===== src/rtl/fetch_pkg.sv =====
// Shared state encoding and constants for the MIPS instruction-fetch stage.
package fetch_pkg;

    typedef enum logic [1:0] {
        FETCH = 2'd0,
        KILL  = 2'd1,
        HOLD  = 2'd2
    } fetch_state_t;

    localparam logic [31:0] NOP_INSTR        = 32'h0000_0000;
    localparam int unsigned PC_INC           = 4;
    localparam logic [31:0] RESET_PC_DEFAULT = 32'h0000_0000;

endpackage


===== src/rtl/fetch_stage_if_id_reg.sv =====
// IF/ID pipeline register: load takes precedence over bubble, otherwise holds.
// A bubble clears instr/valid but leaves pc4 untouched.
module if_id_reg
    import fetch_pkg::*;
#(
    parameter int unsigned ADDR_W = 32
) (
    input  logic              clk,
    input  logic              rst,
    input  logic              load,
    input  logic              bubble,
    input  logic [31:0]       instr,
    input  logic [ADDR_W-1:0] pc4,
    output logic [31:0]       if_id_instr,
    output logic [ADDR_W-1:0] if_id_pc4,
    output logic              if_id_valid
);

    always_ff @(posedge clk or posedge rst) begin
        if (rst) begin
            if_id_instr <= NOP_INSTR;
            if_id_pc4   <= '0;
            if_id_valid <= 1'b0;
        end else if (load) begin
            if_id_instr <= instr;
            if_id_pc4   <= pc4;
            if_id_valid <= 1'b1;
        end else if (bubble) begin
            if_id_instr <= NOP_INSTR;
            if_id_valid <= 1'b0;
        end
    end

endmodule


===== src/rtl/fetch_stage.sv =====
// Instruction-fetch stage: PC, imem handshake, skid buffer and IF/ID register.
// Optional FETCH_PERF_EN adds saturating fetched/bubble counters.
module fetch_stage
    import fetch_pkg::*;
#(
    parameter int unsigned       ADDR_W   = 32,
    parameter logic [ADDR_W-1:0] RESET_PC = ADDR_W'(RESET_PC_DEFAULT)
) (
    input  logic              clk,
    input  logic              rst,
    output logic              imem_req,
    output logic [ADDR_W-1:0] imem_addr,
    input  logic [31:0]       imem_rdata,
    input  logic              imem_ready,
    input  logic              stall_i,
    input  logic              redirect_i,
    input  logic [ADDR_W-1:0] redirect_pc,
    output logic [31:0]       if_id_instr,
    output logic [ADDR_W-1:0] if_id_pc4,
`ifdef FETCH_PERF_EN
    output logic [31:0]       perf_fetched,
    output logic [31:0]       perf_bubbles,
`endif
    output logic              if_id_valid
);

    fetch_state_t      state;
    fetch_state_t      state_next;

    logic [ADDR_W-1:0] pc;
    logic [ADDR_W-1:0] pc_inc;
    logic [ADDR_W-1:0] pc_d;
    logic [ADDR_W-1:0] pending;
    logic [ADDR_W-1:0] redirect_aligned;
    logic [31:0]       skid;
    logic [31:0]       ifid_instr_d;
    logic              ifid_load;
    logic              ifid_bubble;
    logic              pc_we;
    logic              skid_we;
    logic              pend_we;

    assign pc_inc           = pc + ADDR_W'(PC_INC);
    assign redirect_aligned = {redirect_pc[ADDR_W-1:2], 2'b00};
    assign imem_addr        = pc;

    always_ff @(posedge clk or posedge rst) begin
        if (rst) state <= FETCH;
        else     state <= state_next;
    end

    always_comb begin
        state_next = state;
        unique case (state)
            FETCH: begin
                if (!imem_ready && redirect_i)
                    state_next = KILL;
                else if (imem_ready && !redirect_i && stall_i)
                    state_next = HOLD;
            end
            KILL: begin
                if (imem_ready) state_next = FETCH;
            end
            HOLD: begin
                if (redirect_i || !stall_i) state_next = FETCH;
            end
            default: state_next = FETCH;
        endcase
    end

    always_comb begin
        imem_req     = 1'b1;
        ifid_load    = 1'b0;
        ifid_bubble  = 1'b0;
        ifid_instr_d = skid;
        pc_we        = 1'b0;
        pc_d         = pc_inc;
        skid_we      = 1'b0;
        pend_we      = 1'b0;
        unique case (state)
            FETCH: begin
                if (imem_ready) begin
                    if (redirect_i) begin
                        pc_we       = 1'b1;
                        pc_d        = redirect_aligned;
                        ifid_bubble = 1'b1;
                    end else if (stall_i) begin
                        skid_we = 1'b1;
                    end else begin
                        ifid_load    = 1'b1;
                        ifid_instr_d = imem_rdata;
                        pc_we        = 1'b1;
                    end
                end else if (redirect_i) begin
                    pend_we     = 1'b1;
                    ifid_bubble = 1'b1;
                end else begin
                    ifid_bubble = !stall_i;
                end
            end
            KILL: begin
                // A redirect coinciding with the response is the newest target.
                ifid_bubble = 1'b1;
                pend_we     = redirect_i;
                if (imem_ready) begin
                    pc_we = 1'b1;
                    pc_d  = redirect_i ? redirect_aligned : pending;
                end
            end
            HOLD: begin
                imem_req = 1'b0;
                if (redirect_i) begin
                    pc_we       = 1'b1;
                    pc_d        = redirect_aligned;
                    ifid_bubble = 1'b1;
                end else if (!stall_i) begin
                    ifid_load = 1'b1;
                    pc_we     = 1'b1;
                end
            end
            default: ;
        endcase
    end

    always_ff @(posedge clk or posedge rst) begin
        if (rst) begin
            pc      <= RESET_PC;
            skid    <= NOP_INSTR;
            pending <= '0;
        end else begin
            if (pc_we)   pc      <= pc_d;
            if (skid_we) skid    <= imem_rdata;
            if (pend_we) pending <= redirect_aligned;
        end
    end

    if_id_reg #(
        .ADDR_W (ADDR_W)
    ) u_if_id_reg (
        .clk         (clk),
        .rst         (rst),
        .load        (ifid_load),
        .bubble      (ifid_bubble),
        .instr       (ifid_instr_d),
        .pc4         (pc_inc),
        .if_id_instr (if_id_instr),
        .if_id_pc4   (if_id_pc4),
        .if_id_valid (if_id_valid)
    );

`ifdef FETCH_PERF_EN
    always_ff @(posedge clk or posedge rst) begin
        if (rst) begin
            perf_fetched <= '0;
            perf_bubbles <= '0;
        end else begin
            if (ifid_load && perf_fetched != '1)
                perf_fetched <= perf_fetched + 32'd1;
            if (ifid_bubble && !ifid_load && perf_bubbles != '1)
                perf_bubbles <= perf_bubbles + 32'd1;
        end
    end
`endif

endmodule

===== config.mk =====
export PLATFORM = sky130hd
export DESIGN_NAME = fetch_stage
export DESIGN_NICKNAME = d
export VERILOG_FILES = /design/src/rtl/fetch_pkg.sv /design/src/rtl/fetch_stage_if_id_reg.sv /design/src/rtl/fetch_stage.sv
export SDC_FILE = /design/constraint.sdc
export NUM_CORES = 1
export LEC_CHECK = 0
export ABC_AREA = 1
export BUFFER_PORTS_ARGS = -buffer_cell sky130_fd_sc_hd__buf_2
export CAP_MARGIN = 5
export CORE_ASPECT_RATIO = 1.1
export CORE_MARGIN = 2
export CORE_UTILIZATION = 61
export CTS_CLUSTER_DIAMETER = 120
export DETAILED_ROUTE_END_ITERATION = 8
export GPL_TIMING_DRIVEN = 1
export PLACE_DENSITY_LB_ADDON = 0.05
export SKIP_CTS_REPAIR_TIMING = 1
export SLEW_MARGIN = 5
export SYNTH_ARGS = -nofsm -noshare
export SYNTH_HDL_FRONTEND = slang
export SYNTH_SLANG_ARGS = --single-unit

===== constraint.sdc =====
create_clock -name clk -period 10.85 [get_ports clk]
set_input_delay 0.5425 -clock clk [delete_from_list [all_inputs] [get_ports clk]]
set_output_delay 0.5425 -clock clk [all_outputs]
set_load 0.01 [all_outputs]

* Yosys cells after proc, flatten, opt, wreduce, memory -nomap -nowiden *
Cells that the tools add are included.
Widths: inputs -> output; s select.

storage, ports and cells
  register bits after elaboration = 161
  latch bits = 0
  RAM bits = 0
  bits in read-only memories = 0
  output and inout bits = 98
  word-level logic and storage cells = 60
  memories = 0

cells by class
  $add $sub $neg = 1
  multipliers = 0
  div/mod/pow operators = 0
  order comparisons = 0
  equality and inequality tests = 5
  shift operators = 0
  muxes and demuxes = 37
  bitwise gates (word level) = 0
  reductions and logical operators = 10

operators with widths
  operator               count
  $mux 32                10
  $pmux 32 s3            1
  $add 32x3->32 const B  1
  $mux 1                 17
  $mux 2                 4
  $pmux 1 s3             2
  $pmux 2 s3             1
  $ne 2x2->1 const B     2
  $pmux 1 s2             2
  $logic_and 1x1->1      3
  $logic_not 1->1        3
  $ne 3x3->1 const B     1
  $reduce_and 3->1       1
  $eq 2x1->1 const B     1
  $eq 2x2->1 const B     1
  $logic_not 2->1        1
  $reduce_bool 2->1      1
  $logic_or 1x1->1       1

* Logic depth before layout (Yosys ltp) *
Gate-level depths: netlist of the first run.

  depth after elaboration = 6
  depth in mapped cells = 14
  gate-level depth less buffers = 14

* Hierarchy *
Synthesis of the first run repeated with hierarchy kept, for this count alone.

second synthesis, totals
  cell total of the unflattened synthesis = 1096
  area, all modules = 8345.5 um^2

by module, submodules not included
  module       instances  cells each  area each (um^2)  seq. area each (um^2)
  fetch_stage  1          821         5894.4            2402.3
  if_id_reg    1          275         2451.1            1626.6

* Worst setup path before layout of the first run *
Ideal clock, no wire load.

  path type = reg-to-reg
  from = register pc[2], in the netlist imem_addr[2]
  to = register pc[18], in the netlist imem_addr[18]
  library setup time = 0.113 ns
  arrival = 1.687 ns
  path slack = 9.050 ns
  stages on the path, launching flop included = 14
  buffers on the path = 0
  cell sequence = dfrtp_1 > ha_1 > nand2_2 > nor2_4 > nand2_4 > nor2_4 > nand2_2 > and2_1 > nand2_1 > nand3_1 > nand2_1 > nand3_1 > nand2_1 > inv_1

between the ends
  word-level cells in the longest chain between the ends = 4
  elaborated cells on any way between the ends = 5
  those cells by class = add/sub: 1; mux: 4

RTL lines
  what                    RTL line                               source
  start, declared         fetch_stage.sv:30                      logic [ADDR_W-1:0] pc;
  start signal, assigned  fetch_stage.sv:131                     if (pc_we) pc <= pc_d;
  $add 32x3->32 *         fetch_stage.sv:43                      assign pc_inc = pc + ADDR_W'(PC_INC);
  $mux 32                 fetch_stage.sv:83, fetch_stage.sv:112
  $mux 32                 fetch_stage.sv:82                      if (imem_ready) begin
  $pmux 32 s3 *           fetch_stage.sv:80                      unique case (state)

Mark *: on every way between the ends. The rest lies on a longest branch, timed or not.
A chain may end at the register's enable or synchronous reset.

* Final worst setup path of the first run *
  from = input imem_ready
  to = register skid[8]

between the ends
  word-level cells in the longest chain between the ends = 2

RTL lines
  what                  RTL line            source
  start, declared       fetch_stage.sv:14   input logic imem_ready,
  $mux 1                fetch_stage.sv:82
  $mux 1                fetch_stage.sv:80
  end signal, assigned  fetch_stage.sv:132  if (skid_we) skid <= imem_rdata;
  end, declared         fetch_stage.sv:35   logic [31:0] skid;

Every way passes these cells.

==> summary.txt, run 1 <==
Setup path
  – Startpoint types: input port
  – Crit Path Class: in -> reg
  – CP max FO: 65
  – Critical path required time: 11.17 ns
  – Worst r2r path cells: 9
  – Most numerous cell on the critical path: nor2_4
  – Crit-path cells: buf_2, inv_4, nor2_4, inv_2, nor2_4, nand2_2, o21ai_0
  – Critical Path AT: 4.46 ns
  – Slowest-stage cell, CP: nand2_2
  – Slowest Stage Delay on Critical Path: 0.78 ns
  – Endpoint class of the critical path: register

Floorplanning
  – Vert. Die Dim: 134 um
  – DIE AREA: 16,400 sq um
  – Ports: 167
  – Die width: 122 um
  – Std cell rows: 47
  – Placeable core area: 15,100 sq um
  – Initial Util: 0.623

Yosys
  – Synthesized instance count: 1,298
  – Post-synthesis xor/xnor area fraction: 0.00747
  – Ys Warns: 0
  – Largest family of logic cells by synthesized area: simple AND/OR/NAND/NOR gates
  – Syn Area/Cell: 7.22 sq um
  – Post-synth EDFFs: 0
  – Mapped Area: 9370 sq um
  – Fraction of registers with async set/reset: 1.00
  – Dominant cell by count in the synthesized netlist: nand2_1
  – Post-synthesis net count: 1,369
  – Synth Area in Adders: 0.00267
  – Top_reg_cell synth: dfrtp_1
  – Unique cell type count in the Yosys netlist: 43
  – Top cells by area, synth: dfrtp_1 43%, nand2_1 16%, nand3_1 8.3%
  – Top cell type's share of synthesized area: 0.430
  – Leading area contributor after synthesis: dfrtp_1
  – Post-synth top cells: 401 x nand2_1, 161 x dfrtp_1, 156 x nand3_1, 130 x inv_1, 118 x o21ai_0
  – Fraction of synthesized area in multiplexers: 0.00601
  – Sequential area share after synthesis: 0.430
  – Post-Synth Simple-Gate Area: 0.314
  – Seq cells post-synth: 161
  – Synth Area in Compound Gates: 0.145

Routing
  – Via count: 9,289
  – Drt wl/cell: 16.4 um
  – WL final: 26,700 um
  – Pre-antenna DRT Iters: 5
  – Residual DRC: 0
  – Routed vias/inst: 5.71
  – Initial DRC Count: 807
  – Post-DRT Antenna Nets: 0

Global routing
  – Vias in the first global route: 8,355
  – First-pass GRT wire length: 42,400 um
  – Gr ovfl total: 0
  – Initial antenna violation count: 1
  – Largest net degree at the start of global routing: 99
  – Global-route usage over all layers: 0.332

Clock network
  – Clk sink count: 161
  – Clock buffer depth: 2
  – CTS Root Cell: clkbuf_16
  – Clock transition at the registers of the reported paths: 0.06 ns
  – CTS buffer count: 17
  – Later-pin clock latency in the skew report: 0.43 ns
  – H-Tree Depth: 4
  – CTS tree: built

STA
  – Tcrit/Tclk final: 0.381
  – Crit path time final: 4.13 ns
  – Total negative slack: 0 ns
  – Hold Vio Cnt, Final: 0
  – Skew final: 0.0125 ns
  – Final setup vio count: 0
  – RSZ-0062 raised after global routing: false
  – Max-slew violations: 0
  – Relative slew slack: 0.271
  – Worst Slack Setup Final: 6.72 ns
  – Max Freq: 242 MHz
  – Actual slew at the worst max-slew pin: 1.09 ns

Place
  – Pre-CTS WS: 6.39 ns
  – DP Wirelength: 17,300 um
  – Placed insts: 1,595
  – Gpl congestion: 0.938
  – Placed Area: 10,200 sq um
  – IO buf count: 164

Cells and area
  – Share of layout cells above drive strength 1: 0.191
  – Post-Layout Inst Area: 10,700 sq um
  – Final cell count without fillers: 1,627
  – Area Overhead vs Synth: 14.7%
  – Final #Nets: 1,489

Power
  – Leakage: 5.81 nW
  – PD cells: 184 nW/um^2
  – Max rail drop VDD: 0.0992 mV

Flow run
  – Max-capacitance violation count: 0

Hold path
  – Worst Hold Class: in -> async

Run status
  – Status: complete, no violations
==> layer usage <==
layer	wire (um)	up-vias	track usage
met2	12500	445	0.521
met1	11200	4325	0.456
met3	2430	64	0.0638
li1	-	4455	-
met4	706	0	0.129
met5	0	-	0
==> kinds of logic after synthesis <==
| logic type | after synthesis |
|---|---|
| xor+xnor | 8 |
| compound gates | 236 |
| mux | 5 |
| simple gates | 676 |
| buf+inv | 210 |
| fa+ha+maj | 2 |
| flops | 161 |
==> stage by stage <==
step	power (W)	util	hold slack [ns]
after detailed placement	0.00139	0.676	0.458
after global placement	0.00137	0.676	0.451
after CTS	0.00198	0.714	0.334
final	0.00198	0.714	0.285
after floorplan	0.00119	-	0.448
after global routing	0.00210	0.714	0.361
==> worst paths after layout <==
kind | slack, ns | endpoint | from
setup / recovery | 6.72 | skid[8]$_DFFE_PP0P_ | imem_ready
hold / removal | 0.29 | u_if_id_reg.if_id_instr[14]$_DFFE_PP0P_ | rst
setup reg to reg | 7.42 | imem_addr[3]$_DFFE_PP0N_ | state[1]$_DFFE_PP0P_
hold reg to reg | 0.47 | u_if_id_reg.if_id_pc4[19]$_DFFE_PP0P_ | u_if_id_reg.if_id_pc4[19]$_DFFE_PP0P_
max in group asynchronous | 9.20 | pending[29]$_DFFE_PP0P_ | rst
min in group clk | 0.36 | skid[17]$_DFFE_PP0P_ | imem_rdata[17]
==> state kept, by name, summed over array words and instances, names as in the netlist <==
name                     cells
skid                        32
imem_addr                   32
state                        2
pending                     30
u_if_id_reg.if_id_valid      1
u_if_id_reg.if_id_instr     32
u_if_id_reg.if_id_pc4       32
==> where the power goes <==
group / switching [W] / total, W / internal [W]
sequential: 0.000109 / 0.000831 / 0.000722
clock: 0.000254 / 0.000589 / 0.000335
combinational: 0.000355 / 0.000559 / 0.000204
total: 0.000717 / 0.00198 / 0.00126
==> cells in the final DEF, fill, tap and decap left out, types with 17 or more instances in the layout <==
| cell type | n |
|---|---|
| nand3_1 | 155 |
| clkbuf_16 | 17 |
| nand2_1 | 400 |
| o21ai_0 | 118 |
| buf_2 | 164 |
| inv_1 | 129 |
| o21ai_1 | 20 |
| a31o_2 | 19 |
| nor2_1 | 65 |
| a21oi_1 | 48 |
| dfrtp_1 | 161 |
==> worst max-delay path: cells and delay by family <==
kind                   cells  cell delay (ns)
buffers and inverters      3             1.27
AND/OR/NAND/NOR            3             2.14
AO/OA/AOI/OAI              1             0.44
==> final cells by class <==
type	instances	area, sq um
fill	1296	4310
multi-input combinational	927	4480
sequential	161	4030
clock inverter	10	103
antenna	1	2.50
inverter	136	518
timing repair buffer	175	903
tap	196	245
clock buffer	21	470
No activity file was read; power rests on OpenSTA's default activity.
==> run 2: changes to the inputs <==
ABC_AREA = 0   (was 1)
CORE_UTILIZATION = 56   (was 61)
clock period = 4.35 ns   (was 10.85 ns; I/O delays follow)
==> summary.txt, run 2 <==
Power
  – Max rail drop VDD: 0.265 mV
  – Comb power frac: 0.246
  – Net Sw Power: 0.00155 W
  – Switch share: 0.320
  – PD cells: 487 nW/um^2
  – Leakage: 4.46 nW
  – Seq pwr share: 0.433
  – Internal Pwr Total: 0.00330 W
  – Share of total power in the clock network: 0.322

Floorplanning
  – Die width: 120 um
  – Vert. Die Dim: 132 um
  – Ports: 167
  – Placeable core area: 14,500 sq um
  – Std cell rows: 46
  – DIE AREA: 15,900 sq um
  – Initial Util: 0.576

STA
  – Max Freq: 363 MHz
  – Final setup vio count: 0
  – Hold WS: -0.0431 ns
  – Total negative slack: 0 ns
  – Relative slew slack: 0.349
  – Skew final: 0.00859 ns
  – Tcrit/Tclk final: 0.633
  – Actual slew at the worst max-slew pin: 0.975 ns
  – Worst Slack Setup Final: 1.60 ns
  – Hold Vio Cnt, Final: 8
  – Crit path time final: 2.75 ns
  – RSZ-0062 raised after global routing: false
  – Max-slew violations: 0

Yosys
  – Post-synth EDFFs: 0
  – Dominant cell by count in the synthesized netlist: dfrtp_1
  – Seq cells post-synth: 161
  – Synth Area in Compound Gates: 0.194
  – Top cell type's share of synthesized area: 0.482
  – Fraction of synthesized area in multiplexers: 0.0997
  – Post-synthesis net count: 958
  – Top cells by area, synth: dfrtp_1 48%, mux2_2 8.9%, nor2_1 6.4%
  – Leading area contributor after synthesis: dfrtp_1
  – Mapped Area: 8360 sq um
  – Synth Area in Adders: 0.00299
  – Fraction of registers with async set/reset: 1.00
  – Largest family of logic cells by synthesized area: compound AO/OA/AOI/OAI gates
  – Sequential area share after synthesis: 0.482
  – Post-synth top cells: 161 x dfrtp_1, 143 x nor2_1, 101 x a21oi_1, 66 x mux2_2, 56 x nand2_1
  – Syn Area/Cell: 9.42 sq um
  – Ys Warns: 0
  – Post-Synth Simple-Gate Area: 0.156
  – Unique cell type count in the Yosys netlist: 62
  – Top_reg_cell synth: dfrtp_1
  – Synthesized instance count: 887
  – Post-synthesis xor/xnor area fraction: 0.0293

Setup path
  – CP max FO: 40
  – Slowest-stage cell, CP: nor2_4
  – Worst Path Buf+Inv: 1
  – Worst setup endpoint: u_if_id_reg.if_id_instr[25]$_DFFE_PP0P_
  – Crit Path Class: reg -> reg
  – Reg-to-reg endpoint: u_if_id_reg.if_id_instr[25]$_DFFE_PP0P_
  – Critical Path AT: 3.07 ns
  – Crit-path leading delay family: simple AND/OR/NAND/NOR gates
  – Endpoint class of the critical path: register
  – CP startpoint: state[0]$_DFFE_PP0P_
  – Crit-path cells: or2_2, nor2_4, buf_4, a21oi_1, a22o_1
  – Startpoint types: register
  – Reg-to-Reg Start: state[0]$_DFFE_PP0P_
  – Critical path required time: 4.67 ns
  – Cell depth of the worst setup path: 5
  – Slowest Stage Delay on Critical Path: 0.69 ns
  – Slack of the worst reg-to-reg path: 1.60 ns
  – Worst r2r path cells: 5

Global routing
  – Busiest grt layer: met2
  – Vias in the first global route: 6,983
  – GR Util met1: 0.382
  – Global-route usage over all layers: 0.285
  – Initial antenna violation count: 1
  – Gr ovfl total: 0
  – GRT met2 Usage: 0.461
  – First-pass GRT wire length: 36,300 um
  – Largest net degree at the start of global routing: 162
  – GR Layer Usage met3: 0.0601

Routing
  – WL final: 22,300 um
  – Post-DRT Antenna Nets: 0
  – Pre-antenna DRT Iters: 5
  – Residual DRC: 0
  – Initial DRC Count: 454
  – Drt wl/cell: 18.2 um
  – Routed vias/inst: 5.95
  – Via count: 7,303

Place
  – Gpl congestion: 0.919
  – Pre-CTS WS: 1.65 ns
  – IO buf count: 164
  – DP Wirelength: 14,900 um

Clock network
  – Clock buffer depth: 2
  – CTS Root Cell: clkbuf_16
  – Clock transition at the registers of the reported paths: 0.06 ns
  – Later-pin clock latency in the skew report: 0.43 ns
  – CTS tree: built
  – CTS buffer count: 17
  – H-Tree Depth: 4
  – Clk sink count: 161

Run status
  – Failing checks: hold timing
  – Status: finished, violations left

Hold path
  – Worst Hold Class: in -> async

Cells and area
  – Antenna cells: 0
  – Commonest non-fill, non-tap cell in the layout: buf_2
  – Final #Nets: 1,094
  – Area Overhead vs Synth: 19.1%
  – Share of layout cells above drive strength 1: 0.284
  – Commonest cells after routing, fill and taps aside: 164 x buf_2, 161 x dfrtp_1, 141 x nor2_1

Flow run
  – Max-capacitance violation count: 0
==> run 2: cell type report <==
class | instances | area, sq um
multi-input cells | 649 | 4060
clock inverters | 11 | 153
repair buffers | 180 | 953
flip-flops and latches | 161 | 4030
inverters | 14 | 56.3
clock buffers | 20 | 467
well taps | 192 | 240
fillers | 1257 | 4540
==> run 2: metal layers <==
layer	vias to the layer above	part of all wire
met5	-	0.00058
met4	2	0.022
met3	42	0.073
met2	292	0.48
met1	3520	0.43
li1	3447	-
==> run 2: worst reg2reg max path: cells and delay by family (launching register included) <==
family / cells / cell delay (ns)
and+or+nand+nor: 2 / 1.21
buffers and inverters: 1 / 0.42
DFF: 1 / 0.67
AOI/OAI and AO/OA: 2 / 0.34
==> run 2: power groups by stage <==
stage	sequential, W	clock (W)	combinational, W
global route	0.00214	0.00164	0.00133
CTS	0.00209	0.00158	0.00120
detailed placement	0.00211	0	0.00119
floorplan	0.00213	0	0.000713
global placement	0.00210	0	0.00116
finish	0.00210	0.00156	0.00119
==> run 2: how the worst min path moves through the flow <==
stage	start	endpoint	slack, ns	depth (start not counted)
3_5_place_dp	imem_rdata[8]	skid[8]$_DFFE_PP0P_	0.47	2
6_report	rst	u_if_id_reg.if_id_pc4[19]$_DFFE_PP0P_	-0.04	3
4_1_cts	imem_rdata[8]	skid[8]$_DFFE_PP0P_	0.02	2
5_1_grt	imem_rdata[8]	skid[8]$_DFFE_PP0P_	0.02	2
2_1_floorplan	redirect_pc[31]	pending[31]$_DFFE_PP0P_	0.33	2
3_3_place_gp	imem_rdata[4]	skid[4]$_DFFE_PP0P_	0.47	2
==> run 2: cells by family (layout without fill, tap and decap cells) <==
| group | count (synthesis) | in the layout |
|---|---|---|
| AOI/OAI and AO/OA | 260 | 260 |
| xor gates and xnor gates | 28 | 28 |
| adders and majority gates | 2 | 2 |
| buffers and inverters | 77 | 225 |
| and+or+nand+nor | 284 | 284 |
| muxes | 75 | 75 |
| DFF | 161 | 161 |
==> run 2: stage by stage <==
stage	instance area [sq um]	hold slack, ns	std cells	power (W)	utilization
2_1_floorplan	8360	0.334	887	0.00284	-
3_3_place_gp	9340	0.466	1196	0.00327	0.644
3_5_place_dp	9340	0.468	1196	0.00331	0.644
4_1_cts	9960	0.0190	1227	0.00487	0.687
5_1_grt	9960	0.0222	1227	0.00511	0.687
6_report	9960	-0.0431	1227	0.00485	0.687
==> run 3: changes to the inputs <==
clock period = 2.71 ns   (was 4.35 ns; I/O delays follow)
==> summary.txt, run 3 (synthesis gave the netlist of run 2 again) <==
Setup path
  – Crit Path Class: reg -> reg
  – CP max FO: 8
  – Reg-to-Reg Start: imem_addr[19]$_DFFE_PP0N_
  – Critical Path AT: 2.73 ns
  – Endpoint class of the critical path: register
  – Critical path required time: 3.07 ns
  – CP startpoint: imem_addr[19]$_DFFE_PP0N_
  – Startpoint types: register

Hold path
  – Worst Hold Class: in -> reg
  – Hold_sp: redirect_pc[31]

STA
  – Total negative slack: 0 ns
  – Final setup vio count: 0
  – Skew final: 0.00768 ns
  – Actual slew at the worst max-slew pin: 0.682 ns
  – Max-slew violations: 0
  – Crit path time final: 2.37 ns
  – Tcrit/Tclk final: 0.874
  – Worst Slack Setup Final: 0.342 ns
  – RSZ-0062 raised after global routing: false
  – Relative slew slack: 0.544
  – Max Freq: 422 MHz
  – Hold WS: -0.0165 ns
  – Hold Vio Cnt, Final: 1

Power
  – Max rail drop VDD: 0.501 mV
  – PD cells: 732 nW/um^2
  – Leakage: 4.78 nW

Routing
  – Drt wl/cell: 18.3 um
  – DR top layer: met4
  – Post-DRT Antenna Nets: 0
  – WL final: 23,700 um
  – Met3 wire len: 1470 um
  – M1 WL: 10,000 um
  – Via count: 7,544
  – Met2 routed WL: 11,700 um
  – Residual DRC: 0
  – Initial DRC Count: 490
  – Routed vias/inst: 5.81
  – Pre-antenna DRT Iters: 5

Run status
  – Status: finished, violations left
  – Failing checks: hold timing

Clock network
  – Clk sink count: 161
  – Later-pin clock latency in the skew report: 0.42 ns
  – Clock transition at the registers of the reported paths: 0.06 ns
  – CTS Root Cell: clkbuf_16
  – CTS buffer count: 17
  – H-Tree Depth: 4
  – CTS tree: built
  – Clock buffer depth: 2

Cells and area
  – Antenna cells: 0
  – Final #Nets: 1,166
  – Commonest non-fill, non-tap cell in the layout: buf_2
  – Area Overhead vs Synth: 27.5%
  – Commonest cells after routing, fill and taps aside: 164 x buf_2, 161 x dfrtp_1, 141 x nor2_1
  – Share of layout cells above drive strength 1: 0.278

Floorplanning
  – DIE AREA: 15,900 sq um
  – Std cell rows: 46
  – Ports: 167
  – Placeable core area: 14,500 sq um
  – Initial Util: 0.576
  – Vert. Die Dim: 132 um
  – Die width: 120 um

Global routing
  – Vias in the first global route: 7,105
  – Initial antenna violation count: 0
  – Global-route usage over all layers: 0.293
  – First-pass GRT wire length: 37,000 um
  – Gr ovfl total: 0
  – Largest net degree at the start of global routing: 95

Flow run
  – Max-capacitance violation count: 0

Place
  – Pre-CTS WS: 0.372 ns
  – IO buf count: 164
  – Gpl congestion: 0.930
  – DP Wirelength: 15,700 um
run 3: cell count changes in the layout (fill, tap and decap cells not counted), sizes merged:
cell         delta
clkbuf          +2
dlygate4sd3    +53
clkinvlp        -1
clkinv          -1
buf            +19
inv             -1
run 3: cell type report:
type	instances	area [sq um]
clock buffer	22	454
clock inverter	8	131
fill	1128	3840
inverter	14	56.3
multi-input combinational	649	4060
sequential	161	4030
tap	192	240
timing repair buffer	252	1690
run 3: worst paths after layout:
kind	end	slack, ns	depth (start not counted)
min reg2reg	pending[13]$_DFFE_PP0P_	0.50	1
max	imem_addr[31]$_DFFE_PP0N_	0.34	6
max reg2reg	imem_addr[31]$_DFFE_PP0N_	0.34	6
min in group asynchronous	pending[20]$_DFFE_PP0P_	0.18	3
min	pending[31]$_DFFE_PP0P_	-0.02	3
max in group asynchronous	skid[15]$_DFFE_PP0P_	1.78	4
run 3: power by group:
group	total [W]	switching (W)	internal, W
registers	0.00335	0.000447	0.00290
logic	0.00203	0.00109	0.000946
clock network	0.00242	0.000954	0.00147
run 3: routing by layer:
layer,vias to the layer above,track usage
li1,3578,-
met1,3658,0.382
met2,264,0.476
met3,44,0.0727
met4,0,0.103
met5,-,0
run 3: worst max-delay path, stage by stage (launching register included):
cell and delay [ns]:
dfrtp_1 0.52, nand4_4 0.17, or4_4 0.58, nor3_4 0.31, nand3_2 0.15, or4_1 0.49
nand3_1 0.08
run 3: through the flow:
stage	instance area, sq um	power, W	instances	util	hold WS (ns)
global placement	9550	0.00528	1215	0.658	0.0794
floorplan	8360	0.00457	887	-	0.252
finish	10700	0.00781	1298	0.735	-0.0165
CTS	10100	0.00777	1245	0.698	-0.367
global route	10700	0.00822	1298	0.735	0.00214
detailed placement	9550	0.00534	1215	0.658	0.0826
